File: src/rtl/mem_port_arbiter.sv
// Arbitrates one 64-bit memory port between instruction fetch and data load/store, one transaction in flight.
// Optional ARB_FAIRNESS_EN bounds how many D grants IF can lose in a row (limit MAX_WAIT).
module mem_port_arbiter #(
    parameter int ADDR_W   = 64,
    parameter int DATA_W   = 64,
    parameter int MAX_WAIT = 4
) (
    input  logic              clk,
    input  logic              rst,

    input  logic              if_req,
    input  logic [ADDR_W-1:0] if_addr,
    output logic              if_gnt,
    output logic              if_rvalid,
    output logic [DATA_W-1:0] if_rdata,

    input  logic              d_req,
    input  logic              d_we,
    input  logic [ADDR_W-1:0] d_addr,
    input  logic [DATA_W-1:0] d_wdata,
    input  logic [7:0]        d_be,
    output logic              d_gnt,
    output logic              d_rvalid,
    output logic [DATA_W-1:0] d_rdata,

    output logic              mem_req,
    output logic              mem_we,
    output logic [ADDR_W-1:0] mem_addr,
    output logic [DATA_W-1:0] mem_wdata,
    output logic [7:0]        mem_be,
    input  logic              mem_gnt,
    input  logic              mem_rvalid,
    input  logic [DATA_W-1:0] mem_rdata,

    output logic              busy,
    output logic              err
);

    typedef enum logic [1:0] {
        IDLE      = 2'd0,
        ISSUE     = 2'd1,
        WAIT_RESP = 2'd2
    } state_t;

    typedef enum logic {
        OWN_IF = 1'b0,
        OWN_D  = 1'b1
    } owner_t;

    if (MAX_WAIT < 1 || MAX_WAIT > 15) begin : g_bad_max_wait
        $error("mem_port_arbiter: MAX_WAIT must be in 1..15");
    end

    state_t            state;
    state_t            state_next;
    owner_t            owner;

    logic              hold_we;
    logic [ADDR_W-1:0] hold_addr;
    logic [DATA_W-1:0] hold_wdata;
    logic [7:0]        hold_be;

    logic              arb_idle;
    logic              force_if;

`ifdef ARB_FAIRNESS_EN
    logic [3:0] wait_cnt;

    // Once D has won MAX_WAIT times against a waiting fetch, the fetch gets the next slot.
    assign force_if = if_req && (wait_cnt == 4'(MAX_WAIT));

    always_ff @(posedge clk) begin
        if (rst) begin
            wait_cnt <= 4'd0;
        end else if (if_gnt) begin
            wait_cnt <= 4'd0;
        end else if (d_gnt && if_req) begin
            wait_cnt <= wait_cnt + 4'd1;
        end else if (state == IDLE && !if_req) begin
            wait_cnt <= 4'd0;
        end
    end
`else
    assign force_if = 1'b0;
`endif

    // Grants are combinational and only offered in IDLE outside reset.
    assign arb_idle = (state == IDLE) && !rst;
    assign d_gnt    = arb_idle && d_req && !force_if;
    assign if_gnt   = arb_idle && if_req && !d_gnt;

    always_comb begin
        state_next = state;
        case (state)
            IDLE: begin
                if (d_gnt || if_gnt) begin
                    state_next = ISSUE;
                end
            end
            ISSUE: begin
                if (mem_gnt) begin
                    state_next = WAIT_RESP;
                end
            end
            WAIT_RESP: begin
                if (mem_rvalid) begin
                    state_next = IDLE;
                end
            end
            default: state_next = IDLE;
        endcase
    end

    always_ff @(posedge clk) begin
        if (rst) begin
            state <= IDLE;
        end else begin
            state <= state_next;
        end
    end

    // The memory side sees only the holding registers, so it stays stable while mem_gnt is withheld.
    always_ff @(posedge clk) begin
        if (rst) begin
            owner      <= OWN_IF;
            hold_we    <= 1'b0;
            hold_addr  <= '0;
            hold_wdata <= '0;
            hold_be    <= 8'h00;
        end else if (d_gnt) begin
            owner      <= OWN_D;
            hold_we    <= d_we;
            hold_addr  <= d_addr;
            hold_wdata <= d_wdata;
            hold_be    <= d_be;
        end else if (if_gnt) begin
            owner      <= OWN_IF;
            hold_we    <= 1'b0;
            hold_addr  <= if_addr;
            hold_wdata <= '0;
            hold_be    <= 8'hFF;
        end
    end

    // A response arriving when none is expected (including alongside mem_gnt in ISSUE) latches err.
    always_ff @(posedge clk) begin
        if (rst) begin
            err <= 1'b0;
        end else if (mem_rvalid && state != WAIT_RESP) begin
            err <= 1'b1;
        end
    end

    assign mem_req   = (state == ISSUE);
    assign mem_we    = hold_we;
    assign mem_addr  = hold_addr;
    assign mem_wdata = hold_wdata;
    assign mem_be    = hold_be;

    assign if_rvalid = (state == WAIT_RESP) && mem_rvalid && (owner == OWN_IF);
    assign d_rvalid  = (state == WAIT_RESP) && mem_rvalid && (owner == OWN_D);
    assign if_rdata  = mem_rdata;
    assign d_rdata   = mem_rdata;

    assign busy      = (state != IDLE);

endmodule

File: config.mk
export PLATFORM = sky130hd
export DESIGN_NAME = mem_port_arbiter
export DESIGN_NICKNAME = d
export VERILOG_FILES = /design/src/rtl/mem_port_arbiter.sv
export SDC_FILE = /design/constraint.sdc
export NUM_CORES = 1
export LEC_CHECK = 0
export ABC_AREA = 0
export CORE_AREA = 2 2 212 214
export CTS_CLUSTER_DIAMETER = 100
export CTS_CLUSTER_SIZE = 30
export DETAILED_ROUTE_END_ITERATION = 10
export DIE_AREA = 0 0 214 216
export RECOVER_POWER = 100
export SKIP_LAST_GASP = 1
export SLEW_MARGIN = 15
export SYNTH_ARGS = -nofsm -noshare
export SYNTH_HDL_FRONTEND = slang
export SYNTH_SLANG_ARGS = --single-unit
File: constraint.sdc
create_clock -name clk -period 1.4 [get_ports clk]
set_input_delay 0.14 -clock clk [delete_from_list [all_inputs] [get_ports clk]]
set_output_delay 0.14 -clock clk [all_outputs]
set_load 0.005 [all_outputs]
==> results of run 1 <==
worst paths after layout:
path | end | slack, ns
setup / recovery | d_gnt | -0.42
hold / removal | mem_be[2] | 0.26
setup reg to reg | mem_addr[10] | -0.41
hold reg to reg | mem_wdata[44] | 0.47
metrics by stage:
stage / hold WS, ns / power, mW
2_1_floorplan: 0.273 / 5.88
3_3_place_gp: 0.280 / 7.37
3_5_place_dp: 0.280 / 7.40
4_1_cts: 0.190 / 12.7
5_1_grt: 0.233 / 13.2
6_report: 0.262 / 12.6
cells in the mapped netlist, drive strengths merged:
master / n / area (um^2)
a2bb2oi: 1 / 8.76
nor3b: 1 / 7.51
a21oi: 76 / 380
nor2b: 1 / 6.26
o21ai: 1 / 5.00
or3b: 1 / 8.76
buf: 163 / 1200
nand2: 1 / 3.75
nor3: 71 / 355
a22o: 65 / 569
nand2b: 3 / 18.8
a211oi: 1 / 7.51
or4b: 1 / 10.0
clkbuf: 19 / 71.3
dfxtp: 141 / 2820
inv: 2 / 7.51
nor2: 13 / 65.1
o22ai: 63 / 394
o31ai: 1 / 7.51
and4b: 1 / 10.0
or2: 1 / 6.26
registers in the layout (all words and copies together), names as in the netlist:
| register | cells |
|---|---|
| owner | 1 |
| mem_be | 8 |
| err | 1 |
| mem_wdata | 64 |
| mem_we | 1 |
| state | 2 |
| mem_addr | 64 |
cell type report:
class | count | area, um^2 | share of cell area (%)
Multi-Input combinational cell | 302 | 2560 | 22.4
Clock inverter | 11 | 120 | 1.05
Inverter | 2 | 7.51 | 0.0656
Timing Repair Buffer | 438 | 4740 | 41.4
Sequential cell | 141 | 2820 | 24.7
Clock buffer | 19 | 453 | 3.96
Antenna cell | 2 | 5.00 | 0.0437
Tap cell | 592 | 741 | 6.47
where the power goes:
| part | switching [mW] | internal (mW) | total (mW) |
|---|---|---|---|
| clock network | 1.83 | 2.67 | 4.50 |
| registers | 0.204 | 4.40 | 4.60 |
| logic | 1.46 | 2.07 | 3.53 |
| total | 3.49 | 9.14 | 12.6 |
what timing repair did:
item | 4_1_cts | 5_1_grt
cloned | 15 | 5
resized for setup | 327 | 37
buffers inserted | 22 | 6
hold buffers | 0 | 0
pin swaps | 36 | 34
setup endpoints to repair | 282 | 145
cell families after synthesis:
logic type,after synthesis,share of synthesized area [%]
flip-flops,141,47.3
AND/OR/NAND/NOR,94,8.24
AO/OA/AOI/OAI,208,23.0
buffers and inverters,184,21.5
layout by cell type (no fill, tap or decap), types with 4 or more instances in the layout:
cell,count
dfxtp_1,140
nor3_2,19
o22ai_4,16
buf_8,11
nor2_4,6
buf_6,14
clkbuf_16,20
clkdlybuf4s50_1,205
clkinv_2,4
dlygate4sd2_1,138
a22o_1,65
buf_2,4
o22ai_2,45
buf_12,22
buf_4,24
buf_16,13
nor3_1,52
a21oi_1,75
critical path, delay by kind of cell, from the launching register on:
kind / cells / cell delay, ns
buf+inv: 3 / 0.36
flops: 1 / 0.34
simple gates: 2 / 0.51
per-layer routing:
layer | vias to the layer above | wire, um | GRT usage [%] | share of wire (%)
met5 | - | 62 | 0.938 | 0.22
met4 | 3 | 1240 | 7.69 | 4.3
met3 | 69 | 2880 | 6.02 | 10
met2 | 401 | 13600 | 19.5 | 47
met1 | 2816 | 11000 | 11.8 | 38
li1 | 2711 | - | - | -
==> impl_metrics.py, run 1 <==
metrics = {
    "finish": {
        "design_area_mm2": 0.0114,
        "nFillCells": 4684,
        "syn_to_final_growth_pct": 91.7,
        "finalNetCount": 1173,
        "final_util_pct": 26.1,
        "stdcell_count": 1507,
        "layout-drive-gt1-share_pct": 24.5,
    },
    "die": {
        "die_area_mm2": 0.0462,
        "core_area_mm2": 0.0438,
        "die_h_um": 216,
        "die-width_um": 214,
        "rows": 77,
        "ios": 543,
        "start_util_pct": 13.6,
    },
    "place": {
        "pre_cts_ws_ns": -0.767,
        "dp_cells": 1433,
        "placed_cell_area_mm2": 0.00942,
        "dp_hpwl_um": 17500,
        "gp_congestion": 0.813,
        "port_buffers": 350,
    },
    "critical_path": {
        "arrival_ns": 1.68,
        "ff2ff_path_depth": 8,
        "worstSetupStartpointType": "flop",
        "crit_path_start": "state[1]",
        "critical_path_class": "flop to output pin",
        "crit_chain": "buf_6 -> or3b_4 -> buf_12 -> nor2_8 -> buf_6",
        "timing.critical_path.to_type": "output pin",
        "cp_common_cell": "buf_6",
        "cpPeakStageDelay_ns": 0.42,
        "rr_startpoint": "state[1]",
        "cp.required_ns": 1.26,
        "slowest_stage": "or3b_4",
        "cp_max_fo": 3,
    },
    "routing": {
        "wl_um": 28800,
        "drcViolationCount": 0,
        "dr.pass1.iters": 4,
        "drtIter0Drc": 195,
        "routedWlPerCell_um": 19.1,
        "vias_per_cell": 3.98,
        "vias": 6000,
        "ant_nets": 0,
    },
    "clock_tree": {
        "cts.sinks": 141,
        "cts_buffer_depth": 2,
        "root_buffer": "clkbuf_16",
        "cts_tree": "done",
        "cts_buffers": 17,
        "clk_latency_ns": 0.47,
        "clkTransAtPathRegs_ns": 0.06,
        "cts_htree_levels": 4,
    },
    "min_path": {
        "whs_path_depth": 3,
        "hold_class": "input port to flop",
        "min-delay-start": "d_be[2]",
    },
    "timing": {
        "setup_viol": 145,
        "period_minus_slack_ns": 1.82,
        "grt_setup_unrepaired": "yes",
        "tightest_slew_ns": 0.544,
        "fin_crit_sh_pct": 130,
        "setup_ws_ns": -0.420,
        "slew_headroom_pct": 63.7,
        "slew_viol_final": 0,
        "clock_skew_ns": 0.00981,
        "fin_tns_setup_ns": -46.79,
        "max_freq_ghz": 0.549,
        "hold_viol": 0,
    },
    "global_route": {
        "antenna_found_initial": 2,
        "grt_max_degree": 65,
        "grt_pass1_vias": 6249,
        "grt_overflow_total": 0,
        "track_usage_pct": 11.9,
        "grt_pass1_wl_um": 39300,
    },
    "pwr": {
        "power_density_mw_per_mm2": 1100,
        "power.leakage_nw": 4.74,
        "irDropWorstVdd_mv": 0.654,
    },
    "yosys": {
        "ys_seq_area_share_pct": 47.3,
        "syn_nets": 898,
        "ys_ff_latch": 141,
        "synth_warnings": 0,
        "syn_avg_cell_area_um2": 9.52,
        "syn_inst": 627,
        "netlist_area_mm2": 0.00597,
        "netlist-cell-type-count": 25,
    },
    "run": {
        "cap_violations": 0,
    },
    "outcome": {
        "status": "finished, violations left",
        "violations": "negative setup slack",
    },
}
No activity file was read; power rests on OpenSTA's default activity.
==> run 2, diff against run 1 <==
- HOLD_SLACK_MARGIN: unset -> 0.12
- MAX_ROUTING_LAYER: unset -> met4
==> run 2 against run 1 <==
The run still ends with negative setup slack left. Global-route usage is 0.35 points higher. Cell count is 0.13% lower. Final area is 0.32% lower. Clock power about the same. Utilization fell by 0.083 points. Combinational power hardly changed. Sequential share of layout area increased by 0.078 points. Critical path type unchanged. Highest routed layer is now met4.
==> impl_metrics.py, run 2 (synthesized netlist as in run 1, its figures left out) <==
metrics = {
    "finish": {
        "final_cell_mix": "clkdlybuf4s50_1, dfxtp_1, dlygate4sd2_1",
        "nFillCells": 4686,
        "layout-drive-gt1-share_pct": 24.4,
        "syn_to_final_growth_pct": 91.1,
        "finalNetCount": 1171,
        "mostFrequentLayoutCell": "clkdlybuf4s50_1",
    },
    "clock_tree": {
        "clkTransAtPathRegs_ns": 0.06,
        "cts.sinks": 141,
        "root_buffer": "clkbuf_16",
        "cts_buffer_depth": 2,
        "cts_htree_levels": 4,
        "clk_latency_ns": 0.47,
        "cts_tree": "done",
        "cts_buffers": 17,
        "cts_hold_buf": 0,
    },
    "routing": {
        "routedWlPerCell_um": 18.9,
        "drcViolationCount": 0,
        "wl_um": 28400,
        "drtIter0Drc": 227,
        "dr.pass1.iters": 4,
        "ant_nets": 0,
        "vias_per_cell": 3.98,
        "vias": 5997,
    },
    "timing": {
        "tightest_slew_ns": 0.542,
        "clock_skew_ns": 0.0116,
        "period_minus_slack_ns": 1.82,
        "slew_headroom_pct": 63.8,
        "setup_viol": 145,
        "hold_viol": 0,
        "grt_setup_unrepaired": "yes",
        "fin_crit_sh_pct": 130,
        "setup_ws_ns": -0.418,
        "slew_viol_final": 0,
        "max_freq_ghz": 0.550,
    },
    "run": {
        "cap_violations": 0,
    },
    "critical_path": {
        "cp_common_cell": "buf_6",
        "cp.required_ns": 1.26,
        "critical_path_class": "flop to output pin",
        "cpPeakStageDelay_ns": 0.42,
        "crit_chain": "buf_6 -> or3b_4 -> buf_12 -> nor2_8 -> buf_6",
        "cp_max_fo": 3,
        "slowest_stage": "or3b_4",
        "worstSetupStartpointType": "flop",
        "arrival_ns": 1.68,
        "timing.critical_path.to_type": "output pin",
    },
    "global_route": {
        "track_usage_pct": 12.2,
        "grt_overflow_total": 0,
        "antenna_found_initial": 2,
        "grt_pass1_vias": 6261,
        "grt_pass1_wl_um": 39300,
        "grt_max_degree": 65,
    },
    "die": {
        "start_util_pct": 13.6,
        "rows": 77,
        "ios": 543,
        "core_area_mm2": 0.0438,
        "die_h_um": 216,
        "die_area_mm2": 0.0462,
        "die-width_um": 214,
    },
    "place": {
        "dp_hpwl_um": 17500,
        "gp_congestion": 0.825,
        "port_buffers": 350,
        "pre_cts_ws_ns": -0.767,
    },
    "pwr": {
        "power_mw": 12.6,
        "power_density_mw_per_mm2": 1110,
        "irDropWorstVdd_mv": 0.651,
        "power.leakage_nw": 4.72,
    },
    "min_path": {
        "hold_class": "input port to flop",
    },
    "outcome": {
        "status": "finished, violations left",
        "violations": "negative setup slack",
    },
}
-- run 2: changes by cell type in the layout (fill, tap and decap cells not counted) --
cell       previous run  this run
clkbuf_16            20        19
buf_6                14        13
-- run 2: final timing paths --
| check | slack, ns | depth (start not counted) | endpoint | startpoint |
|---|---|---|---|---|
| max | -0.42 | 5 | d_gnt | state[1] |
| min | 0.26 | 3 | mem_be[2] | d_be[2] |
| max reg2reg | -0.41 | 8 | mem_addr[10] | state[1] |
| min reg2reg | 0.47 | 1 | mem_wdata[3] | mem_wdata[3] |
-- run 2: final cells by class --
cell class              count  area [um^2]  share of cell area (%)
multi-input cells         302         2560                    22.4
flip-flops and latches    141         2820                    24.8
inverters                   2         7.51                  0.0658
repair buffers            436         4700                    41.2
diodes                      2         5.00                  0.0439
well taps                 592          741                    6.49
clock inverters            11          120                    1.05
clock buffers              19          453                    3.97
-- run 2: routing by layer --
| layer | routed length, um | global-route usage, % |
|---|---|---|
| met5 | 0 | - |
| met4 | 1240 | 7.72 |
| met1 | 11000 | 12.0 |
| met2 | 13400 | 19.4 |
| met3 | 2680 | 5.85 |
-- run 2: stage by stage --
stage | hold WS [ns] | instance area, um^2 | std cells | TNS [ns] | util (%)
after floorplan | 0.273 | 5970 | 627 | -0.144 | -
after global placement | 0.280 | 9420 | 1433 | -81.39 | 21.5
after detailed placement | 0.280 | 9420 | 1433 | -81.59 | 21.5
after CTS | 0.190 | 11200 | 1498 | -48.32 | 25.5
after global routing | 0.233 | 11400 | 1505 | -55.85 | 26.0
final | 0.262 | 11400 | 1505 | -46.43 | 26.0
-- run 2: what timing repair did --
item	4_1_cts	5_1_grt
endpoints found under the setup margin	282	145
gates cloned	15	3
pin swaps	36	29
setup buffers	22	6
gates resized for setup	327	37
-- run 2: worst max-delay path: cells and delay by family (launching register included) --
family | cells | cell delay, ns
simple gates | 2 | 0.51
flops | 1 | 0.33
buf+inv | 3 | 0.36
-- run 2: power by group --
group	internal [mW]	switching [mW]
combinational	2.06	1.45
sequential	4.40	0.204
clock	2.67	1.83
==> run 3, diff against run 2 <==
- GPL_ROUTABILITY_DRIVEN: unset -> 0
==> results of run 3 <==
Same layout as run 2: the final DEF is identical, and so are final timing and power.
